[src/rtl/mem_port_arbiter.sv]
// mem_port_arbiter: shares one single-port memory between fetch and load/store, data-first with a starvation limit.
// Define ARB_PERF_CNT_EN to add perf_if_cnt/perf_d_cnt/perf_stall_cnt counters.
module mem_port_arbiter #(
  parameter int ADDR_W       = 32,
  parameter int DATA_W       = 32,
  parameter int STARVE_LIMIT = 4
) (
  input  logic              clk,
  input  logic              reset,
  input  logic              if_req,
  input  logic [ADDR_W-1:0] if_addr,
  output logic              if_gnt,
  output logic [DATA_W-1:0] if_rdata,
  output logic              if_valid,
  input  logic              d_req,
  input  logic              d_we,
  input  logic [ADDR_W-1:0] d_addr,
  input  logic [DATA_W-1:0] d_wdata,
  output logic              d_gnt,
  output logic [DATA_W-1:0] d_rdata,
  output logic              d_valid,
  output logic              mem_req,
  output logic              mem_we,
  output logic [ADDR_W-1:0] mem_addr,
  output logic [DATA_W-1:0] mem_wdata,
  input  logic [DATA_W-1:0] mem_rdata,
  input  logic              mem_ready
`ifdef ARB_PERF_CNT_EN
  ,
  output logic [31:0]       perf_if_cnt,
  output logic [31:0]       perf_d_cnt,
  output logic [31:0]       perf_stall_cnt
`endif
);
  localparam logic [1:0] IDLE   = 2'd0;
  localparam logic [1:0] BUSY_I = 2'd1;
  localparam logic [1:0] BUSY_D = 2'd2;
  localparam logic [3:0] LIMIT  = 4'(STARVE_LIMIT);
  logic [1:0]        state_q, state_d;
  logic [3:0]        streak_q, streak_d;
  logic              mem_req_q, mem_req_d, mem_we_q, mem_we_d;
  logic [ADDR_W-1:0] mem_addr_q, mem_addr_d;
  logic [DATA_W-1:0] mem_wdata_q, mem_wdata_d;
  logic [DATA_W-1:0] if_rdata_q, if_rdata_d, d_rdata_q, d_rdata_d;
  logic              if_valid_q, if_valid_d, d_valid_q, d_valid_d;
  logic              done;
  always_comb begin
    if_gnt      = state_q == IDLE && if_req && (!d_req || streak_q == LIMIT);
    d_gnt       = state_q == IDLE && d_req && !if_gnt;
    done        = state_q != IDLE && mem_ready;
    state_d     = if_gnt ? BUSY_I : d_gnt ? BUSY_D : done ? IDLE : state_q;
    // streak only grows while a fetch is actually being passed over
    streak_d    = if_gnt ? 4'd0 :
                  d_gnt  ? (if_req ? (streak_q == LIMIT ? LIMIT : streak_q + 4'd1) : 4'd0) :
                  streak_q;
    mem_req_d   = if_gnt || d_gnt || (mem_req_q && !done);
    mem_we_d    = d_gnt ? d_we : if_gnt ? 1'b0 : mem_we_q;
    mem_addr_d  = d_gnt ? d_addr : if_gnt ? if_addr : mem_addr_q;
    mem_wdata_d = d_gnt ? d_wdata : mem_wdata_q;
    if_valid_d  = done && state_q == BUSY_I;
    d_valid_d   = done && state_q == BUSY_D;
    if_rdata_d  = if_valid_d ? mem_rdata : if_rdata_q;
    d_rdata_d   = (d_valid_d && !mem_we_q) ? mem_rdata : d_rdata_q;
  end
  always_ff @(posedge clk or negedge reset) begin
    if (!reset) begin
      state_q     <= IDLE;
      streak_q    <= '0;
      mem_req_q   <= 1'b0;
      mem_we_q    <= 1'b0;
      mem_addr_q  <= '0;
      mem_wdata_q <= '0;
      if_rdata_q  <= '0;
      d_rdata_q   <= '0;
      if_valid_q  <= 1'b0;
      d_valid_q   <= 1'b0;
    end else begin
      state_q     <= state_d;
      streak_q    <= streak_d;
      mem_req_q   <= mem_req_d;
      mem_we_q    <= mem_we_d;
      mem_addr_q  <= mem_addr_d;
      mem_wdata_q <= mem_wdata_d;
      if_rdata_q  <= if_rdata_d;
      d_rdata_q   <= d_rdata_d;
      if_valid_q  <= if_valid_d;
      d_valid_q   <= d_valid_d;
    end
  end
  assign mem_req   = mem_req_q;
  assign mem_we    = mem_we_q;
  assign mem_addr  = mem_addr_q;
  assign mem_wdata = mem_wdata_q;
  assign if_rdata  = if_rdata_q;
  assign d_rdata   = d_rdata_q;
  assign if_valid  = if_valid_q;
  assign d_valid   = d_valid_q;
`ifdef ARB_PERF_CNT_EN
  logic [31:0] perf_if_q, perf_if_d, perf_d_q, perf_d_d, perf_stall_q, perf_stall_d;
  always_comb begin
    perf_if_d    = perf_if_q + {31'd0, if_gnt};
    perf_d_d     = perf_d_q + {31'd0, d_gnt};
    perf_stall_d = perf_stall_q + {31'd0, if_req && !if_gnt};
  end
  always_ff @(posedge clk or negedge reset) begin
    if (!reset) begin
      perf_if_q    <= '0;
      perf_d_q     <= '0;
      perf_stall_q <= '0;
    end else begin
      perf_if_q    <= perf_if_d;
      perf_d_q     <= perf_d_d;
      perf_stall_q <= perf_stall_d;
    end
  end
  assign perf_if_cnt    = perf_if_q;
  assign perf_d_cnt     = perf_d_q;
  assign perf_stall_cnt = perf_stall_q;
`endif
endmodule

[config.mk]
export PLATFORM = sky130hd
export DESIGN_NAME = mem_port_arbiter
export DESIGN_NICKNAME = d
export VERILOG_FILES = /design/src/rtl/mem_port_arbiter.sv
export SDC_FILE = /design/constraint.sdc
export NUM_CORES = 1
export LEC_CHECK = 0
export ABC_CLOCK_PERIOD_IN_PS = 1750
export CAP_MARGIN = 20
export CORE_ASPECT_RATIO = 1.25
export CORE_MARGIN = 2
export CORE_UTILIZATION = 37
export DETAILED_ROUTE_END_ITERATION = 8
export GPL_TIMING_DRIVEN = 1
export PLACE_DENSITY = 0.86
export SYNTH_ARGS = -nofsm -noshare
export SYNTH_HDL_FRONTEND = slang
export SYNTH_SLANG_ARGS = --single-unit
[constraint.sdc]
create_clock -name clk -period 1.75 [get_ports clk]
set_clock_uncertainty 0.05 [all_clocks]
set_input_delay 0.35 -clock clk [delete_from_list [all_inputs] [get_ports clk]]
set_output_delay 0.35 -clock clk [all_outputs]
set_load 0.01 [all_outputs]
==> flow_metrics.tcl <==
set metrics [dict create \
    outcome "finished with violations" \
    violations "negative setup slack" \
    setup_viol 72 \
    place_hpwl_mm 11.4 \
    dp_slack_ns -0.622 \
    slew_violations 0 \
    wl_mm 17.3 \
    drc 0 \
    coreArea_sq_mm 0.0148 \
    cp_max_fo 4 \
    fp.dieH_um 141 \
    synthFlopType "dfrtp_1" \
    p_per_area_mw_per_mm2 1640 \
    final_net_count 813 \
    instances_no_fill 872 \
    synth_top_cell_by_area "dfrtp_1" \
    worstMarginPinSlew_ns 0.400 \
    antenna_left 0 \
    fp.dieArea_sq_mm 0.0160 \
    synth-seq-cells 138 \
    num_io_pins 268 \
    grt_start_max_net_pins 40 \
    start_kind "register" \
    met2_length_mm 9.30 \
    worstSkewPairLatency_ns 0.40 \
    wl_met3_mm 1.11 \
    r2r_setup_slack_ns -0.19 \
    slew_headroom_pct 73.4 \
    die_w_um 114 \
    synth_compound_area_share_pct 8.19 \
    antenna_found_initial 0 \
    vdd_drop_max_uv 615 \
    yosysTopAreaCellShare_pct 62.1 \
    crit-reg2reg-launch "streak_q[0]" \
    wl_per_cell_um 19.9 \
    synth.most_common_cell "dfrtp_1" \
    ys_seq_area_share_pct 62.1 \
    synth_commonest_cells "dfrtp_1 (138), mux2_2 (91), and3_1 (32)" \
    worst_hold_path_type "primary input to async pin" \
    end_kind "output pin" \
    routed_via_density 5.08 \
    r2r-end "mem_addr[21]" \
    synthCells 360 \
    routed-via-count 4433 \
    grt_pass1_vias 5006 \
    drt-initial-drc-count 237 \
    insertedDiodeCount 0 \
    cts_buffers 17 \
    area_growth_pct 80.0 \
    grt_usage_pct 21.4 \
    highest_layer "met4" \
    buffer_ports.inserted 267 \
    syn_area_sq_mm 0.00556 \
    cts_tree "built" \
    drive_gt1_share_pct 37.1 \
    synth_edf_count 0 \
    cts_root_buf "clkbuf_16" \
    clock_sinks 138 \
    cp_data_required_time_ns 1.35 \
    overflow 0 \
    worst_hold_slack_ns 0.376 \
    syn_nets 496 \
    crit_type "register to output pin" \
    yosys-top-cells-area "dfrtp_1 (62%), mux2_2 (18%), a221o_2 (5.7%)" \
    place_congestion 0.759 \
    synth-async-reset-ratio_pct 100 \
    h-tree-depth 4 \
    ys_types 33 \
    clockBufferDepth 2 \
    grt_pass1_wl_mm 26.7 \
    synthMuxAreaShare_pct 20.0 \
    critPathArrivalTime_ns 1.65 \
    rsz0062_at_grt "yes" \
    synth_top_family_by_area "multiplexers" \
    timing.fmax_ghz 0.488 \
    worst_slack_ns -0.300 \
    met1_length_mm 6.52 \
    min_period_ns 2.05 \
    rows 50 \
    hold_viol_final 0 \
    dp_cells 815 \
    first_pass_iters 4 \
    yosys_warnings 0 \
    yosys.area_share.simple_pct 6.01 \
    fin_crit_sh_pct 117 \
    initial_core_util_pct 37.5 \
    placed_area_sq_mm 0.00863 \
    synth-xor-area-share_pct 0 \
    final_area_sq_mm 0.0100 \
    syn_avg_cell_area_sq_um 15.4 \
    synth_fa_ha_area_share_pct 0.450 \
    r2r_cells 9 \
    clk_pin_slew_ns 0.06 \
    maxCapViolCount 0 \
    p_leak_uw 0.00494 \
]
-- worst max-delay path, stage by stage (launching register included) --
cell	delay, ns
dfrtp_1	0.39
inv_2	0.08
ha_4	0.17
nand3b_4	0.09
a2111oi_4	0.33
buf_4	0.20
-- flip-flops by register name, summed over array words and instances (netlist names) --
register	flops
d_rdata	32
if_rdata	32
mem_addr	32
mem_wdata	32
streak_q	4
state_q	2
d_valid	1
if_valid	1
mem_req	1
mem_we	1
-- layout by cell type (no fill, tap or decap), types with 3 or more instances in the layout --
| cell | n |
|---|---|
| buf_6 | 11 |
| clkbuf_16 | 18 |
| a221o_2 | 28 |
| and3_4 | 29 |
| inv_1 | 3 |
| buf_8 | 4 |
| buf_16 | 4 |
| mux2_4 | 40 |
| buf_4 | 29 |
| and3_1 | 3 |
| dlymetal6s2s_1 | 65 |
| nor2_1 | 3 |
| clkinv_4 | 3 |
| dlygate4sd2_1 | 9 |
| a21oi_1 | 3 |
| clkinvlp_4 | 3 |
| buf_12 | 8 |
| clkdlybuf4s50_1 | 190 |
| a221o_1 | 5 |
| dfrtp_1 | 137 |
| inv_8 | 4 |
| mux2_2 | 57 |
| inv_6 | 4 |
-- stage by stage --
step	total power (uW)	util (%)	TNS, ns
after floorplan	8310	-	-0.0589
after global placement	12200	58.2	-36.30
after detailed placement	12500	58.2	-38.89
after CTS	16700	65.5	-7.09
after global routing	17200	67.5	-12.93
final	16400	67.5	-7.07
-- worst max path at each step --
stage           startpoint      to  slack, ns
4_1_cts        streak_q[0]  if_gnt      -0.33
3_5_place_dp         d_req   d_gnt      -0.62
6_report       streak_q[0]  if_gnt      -0.30
2_1_floorplan  streak_q[1]  if_gnt      -0.06
3_3_place_gp         d_req  if_gnt      -0.63
5_1_grt        streak_q[0]  if_gnt      -0.40
-- cell families (layout without fill, tap and decap cells) --
logic type	Yosys count	in the layout
AOI/OAI and AO/OA	43	43
muxes	97	97
adders and majority gates	2	2
and+or+nand+nor	51	51
DFF	138	138
buffers and inverters	29	359
-- layer usage --
| layer | GRT usage, % | up-vias |
|---|---|---|
| met1 | 24.4 | 2200 |
| li1 | - | 1991 |
| met3 | 4.99 | 27 |
| met2 | 38.7 | 215 |
| met5 | 0 | - |
| met4 | 7.77 | 0 |
-- power by group --
group | total [uW] | internal [uW] | switching (uW)
Combinational | 7350 | 4670 | 2680
Sequential | 5610 | 4710 | 904
Clock | 3400 | 1910 | 1490
Total | 16400 | 11300 | 5070
-- cell type report --
class	count	area, sq um
fillers	993	4820
repair buffers	322	3500
flip-flops and latches	138	3450
multi-input cells	193	2230
clock buffers	18	439
well taps	182	228
clock inverters	14	129
inverters	5	18.8
-- what timing repair did --
action | in CTS | in global routing
endpoints found under the setup margin | 106 | 166
endpoints found under the hold margin | 35 | 0
hold buffers | 1 | 0
resized for setup | 83 | 96
cloned | 6 | 2
pin swaps | 2 | 15
setup buffers | 15 | 5
Note: power is estimated with default switching activity, not from simulation.
==> RTL change (config.mk and constraints unchanged) <==
Take the reset off `mem_addr_q`, `mem_wdata_q`, `if_rdata_q` and `d_rdata_q` and load them in a clocked block of their own.
--- a/src/rtl/mem_port_arbiter.sv
+++ b/src/rtl/mem_port_arbiter.sv
@@ -68,10 +68,6 @@
       streak_q    <= '0;
       mem_req_q   <= 1'b0;
       mem_we_q    <= 1'b0;
-      mem_addr_q  <= '0;
-      mem_wdata_q <= '0;
-      if_rdata_q  <= '0;
-      d_rdata_q   <= '0;
       if_valid_q  <= 1'b0;
       d_valid_q   <= 1'b0;
     end else begin
@@ -79,13 +75,16 @@
       streak_q    <= streak_d;
       mem_req_q   <= mem_req_d;
       mem_we_q    <= mem_we_d;
-      mem_addr_q  <= mem_addr_d;
-      mem_wdata_q <= mem_wdata_d;
-      if_rdata_q  <= if_rdata_d;
-      d_rdata_q   <= d_rdata_d;
       if_valid_q  <= if_valid_d;
       d_valid_q   <= d_valid_d;
     end
+  end
+
+  always_ff @(posedge clk) begin
+    mem_addr_q  <= mem_addr_d;
+    mem_wdata_q <= mem_wdata_d;
+    if_rdata_q  <= if_rdata_d;
+    d_rdata_q   <= d_rdata_d;
   end
   assign mem_req   = mem_req_q;
   assign mem_we    = mem_we_q;
Function: changed (a bounded check fails within 4 cycles, from zero or initial values and one cycle with reset low).
==> RTL change against the unedited design <==
The flow still finishes with violations (setup timing). Final area fell by 14%. Maximum frequency fell by 5.5%. Critical path depth rose by 1. Area after synthesis fell by 12%. Worst setup slack got worse by 120 ps. Routed wire length fell by 25%. Sequential cell count did not move. Synthesized cell count fell by 41%. Count of clock-buffer cells in the layout fell by 1. Cell count fell by 20%.
Power is not compared: it rests on default switching activity, and its combinational part moved more than twofold at a synthesized area within 25%.
==> RTL change: results (changes against the unedited design) <==
* GPL Wtd Cong at 0.822 (+8.3%)
* Vias in the first global route at 3449 (-31%)
* Port Buffers at 267 (unchanged)
* WP data arrival at 1770 ps (+120 ps)
* Share of post-route cells with drive strength above 1 at 0.188 (-0.183)
* Slew @ Worst Pin at 470 ps (+70.8 ps)
* Crit Path Max Fanout at 2 (-2)
* Synth Warn # at 0 (unchanged)
* CTS H-tree depth at 4 (unchanged)
* Flop-to-flop setup slack at -350 ps (-160 ps)
* Clock root buffer: clkbuf_16
* Clk Latency, worst-skew pair at 410 ps
* Initial antenna violation count at 0 (unchanged)
* Setup WS pre-CTS at -537 ps (+85.4 ps)
* Number of max-cap violations at 0 (unchanged)
* Top post-synthesis cells by area: edfxtp_1 (79%), mux2_4 (8.6%), dfrtp_1 (5.1%)
* Post-Route WL at 13000 um (-25%)
* Final setup viols at 66 (-8.3%)
* Total CTS buffers at 17 (unchanged)
* R2r startpoint: streak_q[1]
* Maximum clock insertion buffer count at 2 (unchanged)
* Final setup TNS at -20050 ps (-12970 ps)
* DRT iter0 DRCs at 99 (-58%)
* Worst IR drop on VDD at 0.737 mV
* Most frequent cells after synthesis: edfxtp_1 (128), mux2_4 (28), dfrtp_1 (10)
* Seq/Total Area, Yosys at 0.838 (+0.216)
* Failing checks: setup timing
* Kind of cell adding the most delay to the critical path: compound AO/OA/AOI/OAI gates
* 1st-pass router iterations at 4 (unchanged)
* Final nets at 656 (-19%)
* Hold Path Class: in2async
* Largest net degree at the start of global routing at 34 (-15%)
* Status: complete, but fails checks
* Worst-path clk slew at 60 ps (about the same)
* EDFF count, synth at 128 (+128)
* Filler Cell Count at 910 (-8.4%)
* Fin worst setup slack at -419 ps (-119 ps)
* Distinct cells, synth at 28 (-15%)
* Routed vias/inst at 4.51 (-11%)
* Static Leak at 3.25 nW
* GRT Overall Usage at 0.183 (-0.0309)
* First-pass GRT wire length at 19100 um (-29%)
* Dpl hpwl at 9750 um (-14%)
* Worst path max stage delay at 350 ps (-40 ps)
* Worst Reg2Reg Path Length in Cells at 7 (-2)
* Slowest stage cell, crit path: a211o_4
* Net Count, Synth at 350 (-29%)
* Synth async-reset ratio at 0.0725 (-0.928)
* Ant diodes at 0 (unchanged)
* R2r endpoint: mem_addr[13]
-- RTL change: cells by family after synthesis --
group | share of synthesized area
simple gates | 0.0177
mux | 0.0973
fa+ha+maj | 0.00512
compound gates | 0.0192
buf+inv | 0.0230
flops | 0.838
-- RTL change: layer usage --
layer  up-vias  share of wire  track usage  wire [um]
met5         -              0            0          0
met4         0          0.040       0.0967        527
met3        35          0.074       0.0581        963
met2       177           0.55        0.338       7200
met1      1492           0.33        0.178       4340
li1       1460              -            -          -
-- RTL change: how the worst max path moves through the flow --
stage | start | end | slack [ps] | cells past startpoint
global route | streak_q[1] | d_gnt | -490 | 6
global placement | d_req | d_gnt | -530 | 5
floorplan | streak_q[0] | mem_wdata[0] | -390 | 7
CTS | streak_q[0] | d_gnt | -430 | 6
detailed placement | d_req | d_gnt | -540 | 5
finish | streak_q[1] | d_gnt | -420 | 6
-- RTL change: metrics by stage --
stage	hold WS, ps	area (sq um)	cells
after floorplan	4.41	4920	214
after global placement	506	7880	661
after detailed placement	535	7880	661
after CTS	213	8520	698
after global routing	242	8580	701
final	209	8580	701
-- RTL change: layout make-up --
| cell class | instances | share of cell area |
|---|---|---|
| sequential | 138 | 0.477 |
| timing repair buffer | 292 | 0.345 |
| multi-input combinational | 63 | 0.0844 |
| clock buffer | 17 | 0.0496 |
| tap | 168 | 0.0245 |
| clock inverter | 15 | 0.0152 |
| inverter | 8 | 0.00437 |
-- RTL change: report_power, final --
group / internal, W / switching [W] / leakage (nW)
sequential: 0.00429 / 0.000163 / 1.32
combinational: 0.00159 / 0.00116 / 1.66
clock: 0.00186 / 0.00143 / 0.268
-- RTL change: repair_timing --
item / in CTS / in global routing
setup buffers: 4 / 2
pin swaps: 2 / 2
setup endpoints to repair: 73 / 73
resized for setup: 24 / 8
cloned: 1 / 1
endpoints found under the hold margin: 0 / 0
